File: config.mk
export PLATFORM = sky130hd
export DESIGN_NAME = imem_fetch_responder_flat
export DESIGN_NICKNAME = d
export VERILOG_FILES = /design/src/rtl/imem_fetch_responder_if.sv /design/src/rtl/imem_fetch_responder.sv /design/src/flat_wrapper.sv
export SDC_FILE = /design/constraint.sdc
export NUM_CORES = 1
export LEC_CHECK = 0
export BUFFER_PORTS_ARGS = -buffer_cell sky130_fd_sc_hd__buf_4
export CAP_MARGIN = 20
export CORE_ASPECT_RATIO = 0.75
export CORE_MARGIN = 2
export CORE_UTILIZATION = 33
export CTS_BUF_LIST = sky130_fd_sc_hd__clkbuf_2 sky130_fd_sc_hd__clkbuf_4 sky130_fd_sc_hd__clkbuf_8
export CTS_CLUSTER_SIZE = 12
export DETAILED_ROUTE_END_ITERATION = 16
export PLACE_DENSITY = 0.6
export SLEW_MARGIN = 20
export SYNTH_ARGS = -nofsm -noshare
export SYNTH_HDL_FRONTEND = slang
export SYNTH_SLANG_ARGS = --single-unit
File: constraint.sdc
create_clock -name clk -period 3.6 [get_ports clk]
set_clock_uncertainty 0.15 [all_clocks]
set_input_delay 1.08 -clock clk [delete_from_list [all_inputs] [get_ports clk]]
set_output_delay 1.08 -clock clk [all_outputs]
set_load 0.005 [all_outputs]
File: src/rtl/imem_fetch_responder_if.sv
`default_nettype none
// ============================================================================
// Module  : imem_fetch_responder_if
// Brief   : Fetch-side and backing-memory signal bundle for the fetch responder.
// Revision: 1.0
// ============================================================================
interface imem_fetch_responder_if #(
    parameter int ADDR_W = 32,
    parameter int DATA_W = 32
);
    logic              fetch_valid_i;
    logic [ADDR_W-1:0] fetch_addr_i;
    logic              flush_i;
    logic [DATA_W-1:0] instr_o;
    logic              instr_valid_o;
    logic              fetch_stall_o;
    logic              misalign_o;
    logic              mem_req_o;
    logic [ADDR_W-1:0] mem_addr_o;
    logic              mem_ack_i;
    logic [DATA_W-1:0] mem_rdata_i;

    // Responder side
    modport slave (
        input  fetch_valid_i, fetch_addr_i, flush_i, mem_ack_i, mem_rdata_i,
        output instr_o, instr_valid_o, fetch_stall_o, misalign_o, mem_req_o, mem_addr_o
    );

    // Fetch stage and backing memory side
    modport master (
        output fetch_valid_i, fetch_addr_i, flush_i, mem_ack_i, mem_rdata_i,
        input  instr_o, instr_valid_o, fetch_stall_o, misalign_o, mem_req_o, mem_addr_o
    );
endinterface
`default_nettype wire

File: src/rtl/imem_fetch_responder.sv
`default_nettype none
// ============================================================================
// Module  : imem_fetch_responder
// Brief   : Fetch responder with one-entry last-fetch buffer, memory req/ack
//           handshake, PC stall and flush handling of in-flight accesses.
// Revision: 1.0
// ============================================================================
module imem_fetch_responder #(
    parameter int          ADDR_W    = 32,
    parameter int          DATA_W    = 32,
    parameter logic [31:0] NOP_INSTR = 32'h0000_0013
) (
    input  wire                           clk,
    input  wire                           rst,
    imem_fetch_responder_if.slave         bus
);
    typedef enum logic [1:0] {
        S_IDLE    = 2'd0,
        S_WAIT    = 2'd1,
        S_DISCARD = 2'd2
    } state_t;

    localparam logic [DATA_W-1:0] c_NOP = DATA_W'(NOP_INSTR);

    state_t              r_state;
    state_t              w_next_state;
    logic                r_buf_valid;
    logic [ADDR_W-1:0]   r_buf_tag;
    logic [DATA_W-1:0]   r_buf_data;
    logic [DATA_W-1:0]   r_instr;
    logic                r_instr_valid;
    logic                r_misalign;
    logic                r_mem_req;
    logic [ADDR_W-1:0]   r_mem_addr;

    logic                w_accept;
    logic                w_misaligned;
    logic                w_hit;
    logic                w_stall;

    assign w_accept     = (r_state == S_IDLE) && bus.fetch_valid_i && !bus.flush_i;
    assign w_misaligned = (bus.fetch_addr_i[1:0] != 2'b00);
    assign w_hit        = r_buf_valid && (r_buf_tag == bus.fetch_addr_i);

    always_comb begin
        w_next_state = r_state;
        w_stall      = 1'b0;
        case (r_state)
            S_IDLE: begin
                if (w_accept && !w_misaligned && !w_hit) begin
                    w_stall      = 1'b1;
                    w_next_state = S_WAIT;
                end
            end
            S_WAIT: begin
                // Stall drops in the ack cycle so the PC advances on the same edge
                w_stall = !bus.mem_ack_i;
                if (bus.mem_ack_i)
                    w_next_state = S_IDLE;
                else if (bus.flush_i)
                    w_next_state = S_DISCARD;
            end
            S_DISCARD: begin
                w_stall = !bus.mem_ack_i;
                if (bus.mem_ack_i)
                    w_next_state = S_IDLE;
            end
            default: begin
                w_next_state = S_IDLE;
            end
        endcase
    end

    always_ff @(posedge clk) begin
        if (rst) begin
            r_state <= S_IDLE;
        end else begin
            r_state <= w_next_state;
        end
    end

    always_ff @(posedge clk) begin
        if (rst) begin
            r_buf_valid   <= 1'b0;
            r_buf_tag     <= '0;
            r_buf_data    <= '0;
            r_instr       <= c_NOP;
            r_instr_valid <= 1'b0;
            r_misalign    <= 1'b0;
            r_mem_req     <= 1'b0;
            r_mem_addr    <= '0;
        end else begin
            // Decode sees each instruction for exactly one cycle, bubbles otherwise
            r_instr       <= c_NOP;
            r_instr_valid <= 1'b0;
            r_misalign    <= 1'b0;
            case (r_state)
                S_IDLE: begin
                    if (w_accept) begin
                        if (w_misaligned) begin
                            r_misalign <= 1'b1;
                        end else if (w_hit) begin
                            r_instr       <= r_buf_data;
                            r_instr_valid <= 1'b1;
                        end else begin
                            r_mem_req  <= 1'b1;
                            r_mem_addr <= bus.fetch_addr_i;
                        end
                    end
                end
                S_WAIT, S_DISCARD: begin
                    if (bus.mem_ack_i) begin
                        r_buf_valid <= 1'b1;
                        r_buf_tag   <= r_mem_addr;
                        r_buf_data  <= bus.mem_rdata_i;
                        r_mem_req   <= 1'b0;
                        // A flush coinciding with the ack still fills the buffer
                        if (r_state == S_WAIT && !bus.flush_i) begin
                            r_instr       <= bus.mem_rdata_i;
                            r_instr_valid <= 1'b1;
                        end
                    end
                end
                default: begin
                    r_mem_req <= 1'b0;
                end
            endcase
        end
    end

    assign bus.instr_o       = r_instr;
    assign bus.instr_valid_o = r_instr_valid;
    assign bus.fetch_stall_o = w_stall;
    assign bus.misalign_o    = r_misalign;
    assign bus.mem_req_o     = r_mem_req;
    assign bus.mem_addr_o    = r_mem_addr;
endmodule
`default_nettype wire

File: src/flat_wrapper.sv
// flat-port wrapper written by rule: the top's interface ports become plain ports
module imem_fetch_responder_flat 
#(
    parameter int          ADDR_W    = 32,
    parameter int          DATA_W    = 32,
    parameter logic [31:0] NOP_INSTR = 32'h0000_0013
)
  (clk, rst, bus_fetch_valid_i, bus_fetch_addr_i, bus_flush_i, bus_mem_ack_i, bus_mem_rdata_i, bus_instr_o, bus_instr_valid_o, bus_fetch_stall_o, bus_misalign_o, bus_mem_req_o, bus_mem_addr_o);
  imem_fetch_responder_if #(.ADDR_W(ADDR_W), .DATA_W(DATA_W)) bus_i ();
  input  wire clk;
  input  wire rst;
  input wire logic [$bits(bus_i.fetch_valid_i)-1:0] bus_fetch_valid_i;
  input wire logic [$bits(bus_i.fetch_addr_i)-1:0] bus_fetch_addr_i;
  input wire logic [$bits(bus_i.flush_i)-1:0] bus_flush_i;
  input wire logic [$bits(bus_i.mem_ack_i)-1:0] bus_mem_ack_i;
  input wire logic [$bits(bus_i.mem_rdata_i)-1:0] bus_mem_rdata_i;
  output wire logic [$bits(bus_i.instr_o)-1:0] bus_instr_o;
  output wire logic [$bits(bus_i.instr_valid_o)-1:0] bus_instr_valid_o;
  output wire logic [$bits(bus_i.fetch_stall_o)-1:0] bus_fetch_stall_o;
  output wire logic [$bits(bus_i.misalign_o)-1:0] bus_misalign_o;
  output wire logic [$bits(bus_i.mem_req_o)-1:0] bus_mem_req_o;
  output wire logic [$bits(bus_i.mem_addr_o)-1:0] bus_mem_addr_o;
  assign bus_i.fetch_valid_i = bus_fetch_valid_i;
  assign bus_i.fetch_addr_i = bus_fetch_addr_i;
  assign bus_i.flush_i = bus_flush_i;
  assign bus_i.mem_ack_i = bus_mem_ack_i;
  assign bus_i.mem_rdata_i = bus_mem_rdata_i;
  assign bus_instr_o = bus_i.instr_o;
  assign bus_instr_valid_o = bus_i.instr_valid_o;
  assign bus_fetch_stall_o = bus_i.fetch_stall_o;
  assign bus_misalign_o = bus_i.misalign_o;
  assign bus_mem_req_o = bus_i.mem_req_o;
  assign bus_mem_addr_o = bus_i.mem_addr_o;
  imem_fetch_responder #(.ADDR_W(ADDR_W), .DATA_W(DATA_W), .NOP_INSTR(NOP_INSTR)) u_core (.clk(clk), .rst(rst), .bus(bus_i));
endmodule
==> impl_results.md, run 1 <==
* H-tree levels at 4
* Io pins at around 140
* Min-Delay Path Class: register to register
* Fraction of layout cells with a size suffix above 1 at between 20% and 30%
* Area share of the largest cell type after synthesis at slightly above 50%
* Max cap viols at 0
* Final Routed Wirelength at 15.41 mm
* Placed cell areas at ~6500 sq um
* Yosys Warn Count at 0
* Largest net degree at the start of global routing at 103
* Vias in the first global route at approximately 4,600
* CP max-delay cell: a2111o_1
* Met2 usage at a little over a quarter
* Synth area leaders: dfxtp_1, nand2_1, a21oi_1
* Post-DR wirelength/cell at between 15 and 20 um
* Critical path type: input port to output port
* Highest cell delay on the worst timing path at 0.39 ns
* Delay-heaviest family, CP: simple AND/OR/NAND/NOR gates
* Cells after Synth at 666
* Max VDD drop at approximately 0.20 mV
* Core ar. at 15,870 sq um
* Clock Path Buffers at 2
* Post-synthesis sequential area ratio at between 50 and 60%
* Clock Latency Late Sink at between 0.4 and 0.5 ns
* Synthesized area at approximately 5300 sq um
* Yosys top cell by area: dfxtp_1
* Cell repeated most along the worst path: buf_4
* Routability Congestion at around 0.85
* WP data arrival at approximately 2.4 ns
* Placed cells at slightly below 1,000
* Power Density at between 400 and 500 nW/um^2
* TritonRoute pass-1 iters at 5
* Setup bufs post-CTS at 0
* Critical Path End Type: output port
* Post-DP HPWL at around 9.4 mm
* Critical Path, Cell by Cell: buf_4, nor2b_1, a2111o_1, nor4_2, nand4_1, nand2_1, a21oi_1, buf_4
* Net Count, Synth at 739
* Final instance area at ~7000 sq um
* Slew @ Worst Pin at 0.8193 ns
* Hold Slack at slightly above 0.3 ns
* First-pass GRT wire length at about 24 mm
* GRT Util Overall at 18.36%
* Die ar. at about 17,000 sq um
* Leak pwr at 0.002555 uW
* Layout overhead on the synthesized area at 31.54%
* TNS Setup at -0.01416 ns
* RSZ-0062 raised after global routing: yes
* Synth Area per Inst at 7.947 sq um
* CTS tree: done
* Site Rows at 40
* Port bufs at roughly 140
* Die Ht at 113.7 um
* Failing checks: setup timing
* Power Total at 3129 uW
* Final cell count without fillers at roughly 1,000
* Most common cell after layout, fill and taps aside: nand2_1
* Synth cell types at 38
* Nets at around 850
* Starting Density at 33.36%
* GR Util met1 at a little over a quarter
* Worst path bufs/invs at 2
* Seq cells post-synth at 134
* CP Data Required Time at roughly 2.4 ns
* Fin. max-slew vios at 0
* Final period util at 100.4%
* Grt ovf at 0
* CTS Hold Bufs at 0
* DRT iter0 DRCs at around 280
* DRC Markers at 0
* Most frequent cells in the layout: nand2_1, buf_4, dfxtp_1, a21oi_1, nand3_1
* Vias post-DR at around 5,000
* Max Fanout on Critical Path at 3
* Initial antenna violation count at 0
* Gr busiest metal: met2
* F_max at 276.7 MHz
* Detail Route Antenna Nets at 0
* CTS root buffer: clkbuf_8
* Inserted Diodes at 0
* Final worst slack at -0.01416 ns
* Status: finished, violations left
* Clock period minus worst slack at approximately 3.6 ns
* Slew headroom at a little under half
* Met3 usage at roughly 5.8%
* Vias per inst at 4.908
* R2r setup slk at approximately 1.1 ns
* Final Setup Violations at 1
* Total CTS buffers at 17
* Fillers at ~1,600
* Crit path launch type: input port
* CTS Sinks at between 100 and 150
* Final hold violation count at 0
* Worst-path clk slew at around 0.070 ns
* Die X at around 150 um
-- final timing paths --
| check | from | end | depth (start not counted) |
|---|---|---|---|
| setup / recovery | bus_fetch_addr_i[28] | bus_fetch_stall_o | 8 |
| hold / removal | u_core.r_buf_data[3] | u_core.r_buf_data[3] | 2 |
| setup reg to reg | u_core.r_state[1] | u_core.bus.mem_addr_o[0] | 7 |
| hold reg to reg | u_core.r_buf_data[3] | u_core.r_buf_data[3] | 2 |
-- cell families (layout without fill, tap and decap cells) --
group                    after synthesis  after routing  share of synthesized area (%)
AO/OA/AOI/OAI                        174            174                          17.28
XOR/XNOR                              21             21                          3.475
adder cells (fa/ha/maj)                4              4                         0.9457
buffers and inverters                 60            188                          4.846
flip-flops                           134            134                          50.69
AND/OR/NAND/NOR                      273            273                          22.77
-- synthesized netlist by cell type (all sizes together) --
cell	number
a2111o	2
a21o	1
a21oi	99
a22o	1
a31o	1
a31oi	1
a32oi	1
and2	1
and3	1
and4	1
buf	9
clkbuf	42
dfxtp	134
ha	4
inv	9
nand2	165
nand2b	6
nand3	59
nand3b	2
nand4	5
nor2	12
nor2b	7
nor3	8
nor3b	2
nor4	3
o2111ai	2
o21a	1
o21ai	62
o221ai	1
o22ai	2
or3	1
xnor2	18
xor2	3
-- registers in the layout, indices dropped and copies added (netlist names) --
| signal | flops |
|---|---|
| u_core.bus.instr_o | 32 |
| u_core.bus.instr_valid_o | 1 |
| u_core.bus.mem_addr_o | 32 |
| u_core.bus.mem_req_o | 1 |
| u_core.bus.misalign_o | 1 |
| u_core.r_buf_data | 32 |
| u_core.r_buf_tag | 32 |
| u_core.r_buf_valid | 1 |
| u_core.r_state | 2 |
-- final cells by class --
class	count	area (sq um)	area share [%]
clock buffers	21	282.8	4.062
clock inverters	11	171.4	2.462
inverters	9	33.78	0.4853
multi-input cells	472	2401	34.49
flip-flops and latches	134	2683	38.53
well taps	210	262.8	3.774
repair buffers	147	1127	16.19
-- where the power goes --
| group | switching, uW | leakage, uW | internal [uW] |
|---|---|---|---|
| Clock | 606 | 0.000226 | 821 |
| Sequential | 9.37 | 0.00108 | 1500 |
| Combinational | 105 | 0.00125 | 92.4 |
-- worst register-to-register path: cells and delay by family (launching register included) --
family / cells / cell delay (ns)
flops: 1 / 0.35
fa+ha+maj: 1 / 0.34
buf+inv: 2 / 0.40
simple gates: 4 / 1.12
-- through the flow --
step | util [%] | worst slack, ns
2_1_floorplan | - | 0.03721
3_3_place_gp | 40.76 | -0.09492
3_5_place_dp | 40.77 | -0.09140
4_1_cts | 43.76 | -0.05271
5_1_grt | 43.88 | -0.07788
6_report | 43.88 | -0.01416
-- timing repair --
action	CTS	global route
resized for setup	4	2
endpoints found under the setup margin	1	1
pin swaps	4	3
-- per-layer routing --
layer / up-vias / share of wire, %
met5: - / 0
met1: 2281 / 49
met2: 143 / 42
met3: 18 / 6.6
met4: 0 / 1.9
li1: 2486 / -
Power figures use the tool's default switching activity.
==> run 2: changes to the inputs <==
Settings changed: ABC_AREA from default to 1.
==> impl_results.md, run 2 <==
* Status: finished clean
* Final period util at between 90 and 100%
* Final Setup Violations at 0
* Int Power at between 2000 and 3000 uW
* Most frequent cells in the layout: buf_4, dfxtp_1, nand2_1, a21oi_1, nor2_1
* Vias in the first global route at roughly 4,300
* Clock Latency Late Sink at between 0.4 and 0.5 ns
* Setup bufs post-CTS at 0
* CP max-delay cell: nor2_1
* Synth Area in Simple Gates at approximately a fifth
* DRC Markers at 0
* Cell repeated most along the worst path: buf_4
* F_max at approximately 290 MHz
* Synth area leaders: dfxtp_1, nand2_1, a21oi_1
* Cells after Synth at 690
* Post-synthesis adder-cell area fraction at less than 1%
* Max cap viols at 0
* CTS Sinks at 134
* CTS tree: done
* Number of synthesized flops with an enable pin at 0
* Worst-path clk slew at roughly 0.070 ns
* Flop pwr share at between 40% and 50%
* Largest family of logic cells by synthesized area: simple AND/OR/NAND/NOR gates
* TNS Setup at 0 ns
* Synth cell types at 28
* Largest net degree at the start of global routing at just under 60
* Critical Path, Cell by Cell: buf_4, nand2_1, o21ai_0, nor2_1, nand3_2, nor2_4, nand3_4, nand2_2, a21oi_1, buf_4
* Top-count cell post-synth: dfxtp_1
* Delay-heaviest family, CP: simple AND/OR/NAND/NOR gates
* Detail Route Antenna Nets at 0
* First-pass GRT wire length at between 20 and 25 mm
* Max Fanout on Critical Path at 3
* Leak pwr at between 0.002 and 0.003 uW
* Clock Path Buffers at 2
* Post-DP HPWL at between 9 and 10 mm
* Nets at roughly 900
* Post-DR wirelength/cell at between 10 and 15 um
* Yosys Warn Count at 0
* Clock period minus worst slack at ~3.5 ns
* Worst path bufs/invs at 2
* Slew headroom at slightly above 50%
* Net Count, Synth at 763
* Final worst slack at around 0.10 ns
* GRT Util Overall at between 10% and 20%
* Post-Synth XOR/XNOR Area at approximately 2.3%
* Port bufs at ~140
* Post-synthesis mux area share at 0%
* DRT iter0 DRCs at 266
* Sw frac at 31.84%
* Core ar. at 15,870 sq um
* Total CTS buffers at 17
* Final hold violation count at 0
* Placed cell areas at around 6500 sq um
* Area share of the largest cell type after synthesis at roughly half
* Clock power frac at about 28%
* Slew @ Worst Pin at around 0.73 ns
* Yosys top cell by area: dfxtp_1
* Met3 usage at roughly 5.4%
* Crit path launch type: input port
* Post-synth top flop: dfxtp_1
* Highest cell delay on the worst timing path at ~0.22 ns
* Final instance area at 6858 sq um
* Die Ht at roughly 110 um
* Synth Area per Inst at ~7.7 sq um
* GR Util met1 at between 20% and 30%
* Layout overhead on the synthesized area at 29.67%
* Most common cell after layout, fill and taps aside: buf_4
* RSZ-0062 raised after global routing: no
* Die X at approximately 150 um
* Fraction of the mapped netlist area in compound gates at 18.76%
* Vias per inst at approximately 4.5
* Logic pwr share at between 20% and 30%
* Inserted Diodes at 0
* TritonRoute pass-1 iters at 5
* Site Rows at 40
* Vias post-DR at between 4,000 and 5,000
* Critical path type: input port to output port
* WP data arrival at about 2.3 ns
* Most frequent cells after synthesis: dfxtp_1, nand2_1, nor2_1, a21oi_1, o21ai_0
* R2r setup slk at 1.03 ns
* DP Worst Slack at roughly 0.011 ns
* Starting Density at about a third
* Grt ovf at 0
* Die ar. at roughly 17,000 sq um
* P_sw at 1290 uW
* H-tree levels at 4
* Final Routed Wirelength at around 14 mm
* Asr flop ratio synth at 0%
* Power Density at 590.7 nW/um^2
* Io pins at ~140
* Fin. max-slew vios at 0
* Fraction of layout cells with a size suffix above 1 at around 26%
* CTS root buffer: clkbuf_8
* Critical Path End Type: output port
* Initial antenna violation count at 0
* Routability Congestion at about 0.75
* CP Data Required Time at about 2.4 ns
* Min-Delay Path Class: register to register
* Gr busiest metal: met2
* Synthesized area at 5289 sq um
* Seq cells post-synth at about 130
* Max VDD drop at around 0.22 mV
* Post-synthesis sequential area ratio at about 51%
* Met2 usage at approximately 25%
run 2: tightest hold or removal path, cell delays in order (launching register included):
cell	delay (ns)
dfxtp_1	0.31
nand2_1	0.06
a21oi_1	0.05
run 2: routing by layer:
layer	vias to the layer above	routed length, um
met2	122	6020
met5	-	0
li1	2459	-
met3	12	844
met1	2096	7300
met4	0	138
run 2: cells by family after synthesis:
kind of cell,count (synthesis)
AND/OR/NAND/NOR,250
AO/OA/AOI/OAI,189
flip-flops,134
buffers and inverters,99
XOR/XNOR,14
adder cells (fa/ha/maj),4
run 2: path summary, 6_finish.rpt:
kind / end / start / depth (start not counted)
worst max register to register: u_core.bus.instr_o[3] / u_core.r_state[0] / 9
worst min register to register: u_core.bus.instr_o[6] / u_core.r_buf_data[6] / 2
worst min-delay path: u_core.bus.instr_o[6] / u_core.r_buf_data[6] / 2
worst max-delay path: bus_fetch_stall_o / bus_fetch_addr_i[5] / 10
run 2: cell type report:
class	instances	area (sq um)
well taps	210	262.8
multi-input cells	457	2221
clock inverters	8	51.30
inverters	59	221.5
flip-flops and latches	134	2683
clock buffers	23	297.8
repair buffers	146	1121
fillers	1643	9007
run 2: power groups by stage:
| stage | Combinational (uW) | Sequential, uW | Clock, uW |
|---|---|---|---|
| 5_1_grt | 1100 | 2020 | 1220 |
| 2_1_floorplan | 624 | 1980 | 0 |
| 3_3_place_gp | 953 | 2000 | 0 |
| 6_report | 958 | 1980 | 1120 |
| 4_1_cts | 965 | 1980 | 1150 |
| 3_5_place_dp | 960 | 2010 | 0 |
run 2: timing repair:
item / CTS / global route
cloned: 0 / 0
pin swaps: 0 / 0
setup endpoints to repair: 1 / 1
gates resized for setup: 1 / 2
hold buffers: 0 / 0
run 2: through the flow:
| step | instances | hold WS, ns | utilization [%] | power, uW |
|---|---|---|---|---|
| detailed placement | 1006 | 0.3009 | 40.95 | 2968 |
| CTS | 1037 | 0.3065 | 43.16 | 4095 |
| global route | 1037 | 0.3204 | 43.23 | 4342 |
| global placement | 1006 | 0.2958 | 40.95 | 2952 |
| floorplan | 690 | 0.2863 | - | 2607 |
| finish | 1037 | 0.3047 | 43.23 | 4051 |
==> run 3: changes to the inputs <==
Settings changed: PLACE_DENSITY 0.6 to default, PLACE_DENSITY_LB_ADDON from default to 0.2.
==> impl_results.md, run 3 (synthesis gave the netlist of run 2 again) <==
* Final Routed Wirelength at 14.46 mm
* Site Rows at 40
* Metal3 WL at around 840 um
* Largest net degree at the start of global routing at 48
* Detail Route Antenna Nets at 0
* Vias post-DR at between 4,000 and 5,000
* CP Data Required Time at between 2 and 2.5 ns
* Die ar. at 17,070 sq um
* DP Worst Slack at 0.06889 ns
* Final instance area at between 6000 and 7000 sq um
* Final cell count without fillers at between 1,000 and 1,500
* Max VDD drop at 0.2267 mV
* Final worst slack at ~0.078 ns
* Initial antenna violation count at 0
* Grt ovf at 0
* Routability Congestion at about 0.78
* CTS root buffer: clkbuf_8
* Io pins at 137
* CTS Sinks at about 130
* R2r setup slk at roughly 1.2 ns
* Slew headroom at 50.04%
* Util after Layout at roughly 44%
* DRC Markers at 0
* Starting Density at approximately 33%
* Routed met1 length at 7.405 mm
* TritonRoute pass-1 iters at 5
* Port bufs at between 100 and 150
* Final Setup Violations at 0
* Die Ht at approximately 110 um
* Max cap viols at 0
* Leak pwr at approximately 0.0029 uW
* Critical Path End Type: output port
* Core ar. at approximately 16,000 sq um
* Worst-path clk slew at ~0.07 ns
* Status: finished clean
* CTS tree: done
* Final hold violation count at 0
* Nets at between 800 and 900
* Post-DR wirelength/cell at approximately 14 um
* First-pass GRT wire length at ~23 mm
* Clock Path Buffers at 2
* Placed cell areas at 6516 sq um
* Most frequent cells in the layout: buf_4, dfxtp_1, nand2_1, nor2_1, a21oi_1
* Crit path launch type: input port
* Clock Latency Late Sink at between 0.4 and 0.5 ns
* Vias in the first global route at about 4,400
* Clock period minus worst slack at ~3.5 ns
* Detail Route met2 WL at 6.062 mm
* Vias per inst at ~4.6
* DRT iter0 DRCs at between 200 and 300
* GRT Util Overall at 17.32%
* Total CTS buffers at 17
* Layout overhead on the synthesized area at 30.49%
* Inserted Diodes at 0
* Fraction of layout cells with a size suffix above 1 at 25.39%
* Min-Delay Path Class: register to register
* Critical path type: input port to output port
* Power Density at just over 600 nW/um^2
* Placed cells at slightly above 1,000
* Fillers at around 1,700
* F_max at ~280 MHz
* Top Layer Used: met4
* Slew @ Worst Pin at approximately 0.75 ns
* WP data arrival at about 2.3 ns
* Post-DP HPWL at between 9 and 10 mm
* Die X at 150.2 um
* Most common cell after layout, fill and taps aside: buf_4
* Fin. max-slew vios at 0
* H-tree levels at 4
* Final period util at a little over nine tenths
* TNS Setup at 0 ns
* Max Fanout on Critical Path at 3
* RSZ-0062 raised after global routing: no
## run 3: repair_timing
| action | CTS | global route |
|---|---|---|
| hold buffers | 0 | 0 |
| setup endpoints to repair | 0 | 1 |
| buffers inserted | 0 | 0 |
| endpoints found under the hold margin | 0 | 0 |
| resized for setup | 0 | 1 |
## run 3: through the flow
step / hold WS (ns) / total power (uW)
2_1_floorplan: 0.2863 / 2607
3_3_place_gp: 0.2961 / 2966
3_5_place_dp: 0.3044 / 2972
4_1_cts: 0.3104 / 4225
5_1_grt: 0.3279 / 4461
6_report: 0.3067 / 4173
## run 3: where the power goes
group          switching, uW  internal [uW]
combinational            565            396
clock                    568            665
sequential               165           1810
## run 3: final timing paths
path,start,end,cells past startpoint
max,bus_fetch_addr_i[5],bus_fetch_stall_o,11
min,u_core.r_buf_data[18],u_core.bus.instr_o[18],2
max reg2reg,u_core.r_state[0],u_core.bus.instr_o[12],10
min reg2reg,u_core.r_buf_data[18],u_core.bus.instr_o[18],2
## run 3: worst max-delay path: stages
cell,delay [ns]
buf_4,0.12
nand2_1,0.05
o21ai_1,0.06
nor2_1,0.20
nand3_1,0.16
nor2_1,0.13
buf_4,0.14
nand3_4,0.08
nand2_2,0.07
a21oi_1,0.06
buf_4,0.14
## run 3: cell type report
| type | instances | area [sq um] | area share (%) |
|---|---|---|---|
| inverter | 59 | 221.5 | 3.209 |
| clock inverter | 9 | 102.6 | 1.487 |
| sequential | 134 | 2683 | 38.87 |
| multi-input combinational | 457 | 2208 | 32.00 |
| tap | 210 | 262.8 | 3.807 |
| timing repair buffer | 147 | 1141 | 16.53 |
| clock buffer | 21 | 282.8 | 4.097 |
## run 3: per-layer routing
metal,track usage [%],up-vias
met2,24.69,111
met4,5.346,0
li1,-,2462
met3,5.320,9
met5,0,-
met1,24.98,2147
